==> config.mk <==
export PLATFORM = sky130hd
export DESIGN_NAME = param_stack_unit
export DESIGN_NICKNAME = d
export VERILOG_FILES = /design/src/rtl/param_stack_unit.sv
export SDC_FILE = /design/constraint.sdc
export NUM_CORES = 1
export LEC_CHECK = 0
export CAP_MARGIN = 25
export CORE_UTILIZATION = 40
export DETAILED_ROUTE_END_ITERATION = 12
export GPL_TIMING_DRIVEN = 0
export PLACE_DENSITY = 0.68
export RECOVER_POWER = 50
export SLEW_MARGIN = 0
export SYNTH_ARGS = -nofsm -noshare
export SYNTH_HDL_FRONTEND = slang
export SYNTH_SLANG_ARGS = --single-unit
==> constraint.sdc <==
create_clock -name clk -period 4 [get_ports clk]
set_input_delay 0.4 -clock clk [delete_from_list [all_inputs] [get_ports clk]]
set_output_delay 0.4 -clock clk [all_outputs]
set_load 0.01 [all_outputs]
==> src/rtl/param_stack_unit.sv <==
// ---------------------------------------------------------------------------
// param_stack_unit
//
// Parametrised operand stack for the stack-machine datapath. Executes one op
// per clock (push, pop, dup, swap, ALU-result replace, clear) and exposes the
// top two entries combinationally from registered state. Overflow and
// underflow are detected on the pre-edge count. An illegal op leaves storage
// and count untouched, suppresses op_ok and raises a sticky error flag.
//
// Parameters:
//   WIDTH : data word width in bits (>=1)
//   DEPTH : number of stack entries (>=2)
//   CW    : width of count, derived from DEPTH
//
// Ports:
//   clk       : rising-edge clock
//   rst       : synchronous active-high reset
//   op_valid  : execute op on this edge when high
//   op        : 000 NOP, 001 PUSH, 010 POP, 011 DUP, 100 SWAP,
//               101 REPLACE2, 110 REPLACE1, 111 CLEAR
//   push_data : value written by PUSH / REPLACE1 / REPLACE2
//   tos, nos  : top and second entries, zero when not present
//   count     : number of valid entries, 0..DEPTH
//   empty     : count == 0
//   full      : count == DEPTH
//   op_ok     : one-cycle pulse, previous-edge op was valid and legal
//   err_ovf   : sticky overflow flag
//   err_udf   : sticky underflow flag
// ---------------------------------------------------------------------------
module param_stack_unit #(
  parameter int WIDTH = 8,
  parameter int DEPTH = 8,
  localparam int CW = $clog2(DEPTH + 1)
) (
  input  logic             clk,
  input  logic             rst,
  input  logic             op_valid,
  input  logic [2:0]       op,
  input  logic [WIDTH-1:0] push_data,
  output logic [WIDTH-1:0] tos,
  output logic [WIDTH-1:0] nos,
  output logic [CW-1:0]    count,
  output logic             empty,
  output logic             full,
  output logic             op_ok,
  output logic             err_ovf,
  output logic             err_udf
);

  localparam int AW = (DEPTH > 1) ? $clog2(DEPTH) : 1;

  typedef enum logic [2:0] {
    OP_NOP      = 3'b000,
    OP_PUSH     = 3'b001,
    OP_POP      = 3'b010,
    OP_DUP      = 3'b011,
    OP_SWAP     = 3'b100,
    OP_REPLACE2 = 3'b101,
    OP_REPLACE1 = 3'b110,
    OP_CLEAR    = 3'b111
  } op_e;

  logic [WIDTH-1:0] mem [DEPTH];

  logic [AW-1:0]    idx_c;
  logic [AW-1:0]    idx_c1;
  logic [AW-1:0]    idx_c2;
  logic [WIDTH-1:0] top_raw;
  logic [WIDTH-1:0] sec_raw;
  logic             has_two;

  logic             legal;
  logic             set_ovf;
  logic             set_udf;
  logic             clr_err;
  logic [CW-1:0]    count_nxt;
  logic             wr0_en;
  logic [AW-1:0]    wr0_idx;
  logic [WIDTH-1:0] wr0_data;
  logic             wr1_en;
  logic [AW-1:0]    wr1_idx;
  logic [WIDTH-1:0] wr1_data;

  // Slot addresses relative to the current count. The c-1 and c-2 values
  // wrap when count is small, but they are only used when legality holds.
  always_comb begin
    idx_c   = AW'(count);
    idx_c1  = AW'(count - CW'(1));
    idx_c2  = AW'(count - CW'(2));
    top_raw = mem[idx_c1];
    sec_raw = mem[idx_c2];
    has_two = (count >= CW'(2));
  end

  // Status outputs. The storage array is never reset, so tos/nos are masked
  // by count to hide stale or uninitialised entries.
  always_comb begin
    empty = (count == '0);
    full  = (count == CW'(DEPTH));
    tos   = empty   ? '0 : top_raw;
    nos   = has_two ? sec_raw : '0;
  end

  // Op decode: legality against the pre-edge count, next count and up to two
  // storage writes (SWAP is the only op that needs the second write port).
  // DUP on an empty stack checks underflow first so only err_udf is raised.
  always_comb begin
    legal     = 1'b0;
    set_ovf   = 1'b0;
    set_udf   = 1'b0;
    clr_err   = 1'b0;
    count_nxt = count;
    wr0_en    = 1'b0;
    wr0_idx   = idx_c;
    wr0_data  = push_data;
    wr1_en    = 1'b0;
    wr1_idx   = idx_c2;
    wr1_data  = top_raw;
    if (op_valid) begin
      case (op_e'(op))
        OP_NOP: legal = 1'b1;
        OP_PUSH: begin
          if (!full) begin
            legal     = 1'b1;
            wr0_en    = 1'b1;
            wr0_idx   = idx_c;
            wr0_data  = push_data;
            count_nxt = count + CW'(1);
          end else begin
            set_ovf = 1'b1;
          end
        end
        OP_POP: begin
          if (!empty) begin
            legal     = 1'b1;
            count_nxt = count - CW'(1);
          end else begin
            set_udf = 1'b1;
          end
        end
        OP_DUP: begin
          if (empty) begin
            set_udf = 1'b1;
          end else if (full) begin
            set_ovf = 1'b1;
          end else begin
            legal     = 1'b1;
            wr0_en    = 1'b1;
            wr0_idx   = idx_c;
            wr0_data  = top_raw;
            count_nxt = count + CW'(1);
          end
        end
        OP_SWAP: begin
          if (has_two) begin
            legal    = 1'b1;
            wr0_en   = 1'b1;
            wr0_idx  = idx_c1;
            wr0_data = sec_raw;
            wr1_en   = 1'b1;
            wr1_idx  = idx_c2;
            wr1_data = top_raw;
          end else begin
            set_udf = 1'b1;
          end
        end
        OP_REPLACE2: begin
          if (has_two) begin
            legal     = 1'b1;
            wr0_en    = 1'b1;
            wr0_idx   = idx_c2;
            wr0_data  = push_data;
            count_nxt = count - CW'(1);
          end else begin
            set_udf = 1'b1;
          end
        end
        OP_REPLACE1: begin
          if (!empty) begin
            legal    = 1'b1;
            wr0_en   = 1'b1;
            wr0_idx  = idx_c1;
            wr0_data = push_data;
          end else begin
            set_udf = 1'b1;
          end
        end
        OP_CLEAR: begin
          legal     = 1'b1;
          clr_err   = 1'b1;
          count_nxt = '0;
        end
        default: legal = 1'b0;
      endcase
    end
  end

  // Control state: count, op_ok pulse and sticky error flags. Reset wins over
  // any op presented on the same edge; CLEAR is the only other way to drop
  // the error flags.
  always_ff @(posedge clk) begin
    if (rst) begin
      count   <= '0;
      op_ok   <= 1'b0;
      err_ovf <= 1'b0;
      err_udf <= 1'b0;
    end else begin
      count <= count_nxt;
      op_ok <= legal;
      if (clr_err) begin
        err_ovf <= 1'b0;
        err_udf <= 1'b0;
      end else begin
        if (set_ovf) err_ovf <= 1'b1;
        if (set_udf) err_udf <= 1'b1;
      end
    end
  end

  // Storage array, deliberately without reset. Writes are suppressed during
  // reset so an op coinciding with rst leaves no trace.
  always_ff @(posedge clk) begin
    if (!rst) begin
      if (wr0_en) mem[wr0_idx] <= wr0_data;
      if (wr1_en) mem[wr1_idx] <= wr1_data;
    end
  end

endmodule

==> run_summary.xml <==
<?xml version="1.0" encoding="UTF-8"?>
<metrics>
  <group name="status">
    <metric name="run_status" unit="">complete, no violations</metric>
  </group>
  <group name="setup_path">
    <metric name="setup.worst_path.start_class" unit="">register</metric>
    <metric name="timing.critical_path.slowest_stage_cell" unit="">clkdlybuf4s50_1</metric>
    <metric name="total_number_of_cells_along_the_worst_setup_path" unit="">11</metric>
    <metric name="timing.critical_path.max_delay_family" unit="">buffers and inverters</metric>
    <metric name="worstSetupEndpointType" unit="">primary output</metric>
    <metric name="critPathRequiredTime" unit="ps">3600</metric>
    <metric name="timing.critical_path.slowest_cell_delay" unit="ps">510</metric>
    <metric name="timing.rr.end" unit="">mem[4][0]</metric>
    <metric name="maximum_net_fanout_on_the_critical_path" unit="">10</metric>
    <metric name="criticalPathCategory" unit="">reg -&gt; out</metric>
    <metric name="worstRegToRegCells" unit="">12</metric>
    <metric name="arrival" unit="ps">3440</metric>
    <metric name="worstReg2RegStart" unit="">count[0]</metric>
    <metric name="regToRegSetupSlack" unit="ps">250</metric>
    <metric name="cp.buffers_inverters" unit="">6</metric>
    <metric name="crit_chain" unit="">buf_6, buf_4, inv_1, ha_1, buf_4, buf_6, mux4_2, and2_1, o21bai_2, nor2b_1, clkdlybuf4s50_1</metric>
  </group>
  <group name="grt">
    <metric name="overflow" unit="">0</metric>
    <metric name="grt_max_degree" unit="">12</metric>
    <metric name="grt_pass1_vias" unit="">4583</metric>
    <metric name="gr-usage-all-layers" unit="%">27.3</metric>
    <metric name="antenna_found_initial" unit="">0</metric>
    <metric name="grt_pass1_wl" unit="um">25900</metric>
  </group>
  <group name="logic_synthesis">
    <metric name="yosys_warnings" unit="">0</metric>
    <metric name="syn_nets" unit="">557</metric>
    <metric name="synth_area" unit="sq um">5150</metric>
    <metric name="synth_simple_gate_area_share" unit="%">17.2</metric>
    <metric name="synth_compound_gate_area_share" unit="%">20.3</metric>
    <metric name="ys_seq_elements" unit="">71</metric>
    <metric name="synth_top_area_share" unit="%">37.3</metric>
    <metric name="yosys.area_share.xor_xnor" unit="%">0.510</metric>
    <metric name="postSynth.asyncResetShare" unit="%">0</metric>
    <metric name="synth_cell_type_count" unit="">57</metric>
    <metric name="postSynthCellCount" unit="">535</metric>
    <metric name="synth_top_family_by_area" unit="">compound AO/OA/AOI/OAI gates</metric>
    <metric name="synthesis.area_per_instance" unit="sq um">9.64</metric>
    <metric name="seq_area_frac_synth" unit="%">40.0</metric>
    <metric name="yosysTopAreaCell" unit="">edfxtp_1</metric>
    <metric name="synth_edf_count" unit="">64</metric>
    <metric name="multiplexer_area_fraction_after_synthesis" unit="%">15.4</metric>
    <metric name="most_area_consuming_cells_after_synthesis" unit="">edfxtp_1 37%, mux4_2 12%, nor2_1 5.5%, a21oi_1 5.2%, o21ai_0 3.9%</metric>
    <metric name="synth_fa_ha_area_share" unit="%">1.94</metric>
    <metric name="ys.flop_type" unit="">edfxtp_1</metric>
  </group>
  <group name="routing">
    <metric name="wirelength" unit="um">17200</metric>
    <metric name="initialDrtViolationCount" unit="">652</metric>
    <metric name="drt_first_pass_iters" unit="">5</metric>
    <metric name="route.detailed.wl_per_inst" unit="um">22.6</metric>
    <metric name="vias" unit="">4908</metric>
    <metric name="drt-vias-per-instance" unit="">6.42</metric>
    <metric name="detail-route-antenna-nets" unit="">0</metric>
    <metric name="drc" unit="">0</metric>
  </group>
  <group name="die">
    <metric name="die_height" unit="um">116</metric>
    <metric name="initial_utilization" unit="%">41.0</metric>
    <metric name="die_area" unit="sq um">13300</metric>
    <metric name="ios" unit="">39</metric>
    <metric name="core" unit="sq um">12600</metric>
    <metric name="placementRows" unit="">41</metric>
    <metric name="die_width" unit="um">116</metric>
  </group>
  <group name="worst_hold_path">
    <metric name="hold-path-endpoint" unit="">err_udf</metric>
    <metric name="hold_path_startpoint" unit="">err_udf</metric>
    <metric name="hold_path_depth" unit="">2</metric>
    <metric name="holdCritPathClass" unit="">reg -&gt; reg</metric>
  </group>
  <group name="clocking">
    <metric name="clk_latency" unit="ps">350</metric>
    <metric name="tritoncts_clock_tree" unit="">done</metric>
    <metric name="cts_root_buf" unit="">clkbuf_16</metric>
    <metric name="cts_post_setup_buffers_inserted" unit="">0</metric>
    <metric name="cts_buffer_depth" unit="">2</metric>
    <metric name="numCtsBuffers" unit="">9</metric>
    <metric name="numClockSinks" unit="">71</metric>
    <metric name="clk_pin_slew_worst_paths" unit="ps">60</metric>
    <metric name="ctsHtreeMaxLevel" unit="">3</metric>
  </group>
  <group name="power">
    <metric name="design_power_total" unit="mW">2.27</metric>
    <metric name="power.ir.vdd_worst" unit="mV">0.195</metric>
    <metric name="power_per_cell_area" unit="nW/um^2">371</metric>
    <metric name="p_leak" unit="nW">2.08</metric>
  </group>
  <group name="timing">
    <metric name="fin_crit_sh" unit="%">96.1</metric>
    <metric name="max_freq" unit="MHz">260</metric>
    <metric name="final_setup_fails" unit="">0</metric>
    <metric name="worst_slew_pin_slew" unit="ps">924</metric>
    <metric name="clock-skew-final" unit="ps">11.0</metric>
    <metric name="tns_setup" unit="ps">0</metric>
    <metric name="fin_crit" unit="ps">3840</metric>
    <metric name="timing.slew.headroom" unit="%">38.4</metric>
    <metric name="final-hold-violation-count" unit="">0</metric>
    <metric name="timing_max_transition_violations_final" unit="">0</metric>
    <metric name="rsz_0062_raised_after_global_routing" unit="">no</metric>
  </group>
  <group name="finish">
    <metric name="multiInputGateArea" unit="sq um">2860</metric>
    <metric name="ff_latch_area" unit="sq um">2070</metric>
    <metric name="end_of_flow_core_utilization" unit="%">48.7</metric>
    <metric name="antenna_cells" unit="">0</metric>
    <metric name="flow.area_growth_from_synthesis" unit="%">18.8</metric>
    <metric name="layout-drive-gt1-share" unit="%">17.4</metric>
    <metric name="postLayoutCellArea" unit="sq um">6130</metric>
    <metric name="finalNetCount" unit="">609</metric>
    <metric name="layout_filler_cell_count" unit="">1149</metric>
  </group>
  <group name="flow_run">
    <metric name="drv.max_cap_violation_count" unit="">0</metric>
  </group>
  <group name="placed_design">
    <metric name="gp_congestion" unit="">0.970</metric>
    <metric name="port-buffer-count" unit="">34</metric>
    <metric name="post_dp_cell_area" unit="sq um">5790</metric>
    <metric name="post-dp-hpwl" unit="um">12300</metric>
  </group>
</metrics>
-- worst max-delay path by stage --
stage | start | endpoint | slack, ps
5_1_grt | count[0] | tos[3] | 30
3_3_place_gp | count[0] | mem[3][0] | -1000
6_report | count[0] | tos[3] | 160
2_1_floorplan | count[0] | mem[4][0] | 540
3_5_place_dp | count[0] | tos[3] | -280
4_1_cts | count[0] | tos[3] | 20
-- flip-flops by register name, indices dropped and copies added (netlist names) --
register and flops:
mem 64, count 4, err_ovf 1, err_udf 1, op_ok 1
-- worst register-to-register path, delay by kind of cell, from the launching register on --
family | cells | cell delay, ps
and+or+nand+nor | 3 | 600
adders and majority gates | 1 | 240
DFF | 1 | 420
buffers and inverters | 5 | 940
AOI/OAI and AO/OA | 3 | 1260
-- repair_timing --
item                                    in CTS  in global routing
endpoints found under the setup margin      33                 40
hold buffers                                 0                  0
gates resized for setup                     13                 10
-- routing by layer --
metal  share of wire [%]  global-route usage, %  up-vias
met5                   0                      0        -
met4                 4.4                   15.3        0
met3                  11                   6.28       69
met2                  45                   41.6      362
met1                  39                   35.8     2367
li1                    -                      -     2110
-- power by group --
part / switching, mW / internal, mW
Clock: 0.323 / 0.547
Sequential: 0.00844 / 0.826
Combinational: 0.335 / 0.235
-- synthesized netlist by cell type, types with 2 or more instances --
master and count:
nor2_1 76, edfxtp_1 64, a21oi_1 54, nand2_1 50, o21ai_0 40, mux4_2 27
buf_2 25, nor3_1 14, mux2i_1 13, and2_1 11, nor2b_1 11, o2bb2ai_1 11
inv_1 10, a21oi_2 9, clkbuf_1 8, ha_1 8, nand3_1 8, dfxtp_1 7
nand2b_1 7, o211ai_1 7, o21ai_1 6, a22oi_1 5, mux2_2 5, o21bai_1 5
o22ai_1 5, a21o_1 3, a22o_1 3, and3_1 3, buf_4 3, nor4_1 3
xnor2_1 3, a21boi_0 2, a311oi_1 2, buf_1 2, nand3b_1 2, nor3b_1 2
-- cell families after synthesis --
group | after synthesis
AO/OA/AOI/OAI | 165
XOR/XNOR | 3
adder cells (fa/ha/maj) | 8
buffers and inverters | 50
flip-flops | 71
multiplexers | 45
AND/OR/NAND/NOR | 193
-- cell type report --
type,count,area share (%)
Buffer,38,3.49
Clock inverter,3,1.10
Tap cell,172,3.51
Sequential cell,71,33.7
Clock buffer,13,3.92
Timing Repair Buffer,42,6.90
Multi-Input combinational cell,414,46.7
Inverter,11,0.674
-- metrics by stage --
| step | hold WS (ps) | worst slack (ps) | instances |
|---|---|---|---|
| 2_1_floorplan | 472 | 542 | 535 |
| 3_3_place_gp | 459 | -996 | 741 |
| 3_5_place_dp | 467 | -283 | 749 |
| 4_1_cts | 484 | 18.1 | 764 |
| 5_1_grt | 492 | 25.1 | 764 |
| 6_report | 473 | 156 | 764 |
-- layout by cell type (no fill, tap or decap), drive strengths merged, types with 3 or more instances in the layout --
cell type and n:
o2bb2ai 11, buf 33, dlygate4sd3 7, and2 12, nor3b 3, ha 8
a21o 3, xnor2 3, a22oi 6, o21bai 6, mux2i 13, mux2 5
clkdlybuf4s50 27, nor3 15, a22o 3, inv 11, nand3 8, and3 3
nor2 76, o211ai 7, o21ai 47, nor2b 11, a21oi 63, edfxtp 64
mux4 27, nor4 3, nand2b 7, o22ai 6, nand2 50, clkbuf 26
dfxtp 7
Power figures use the tool's default switching activity.
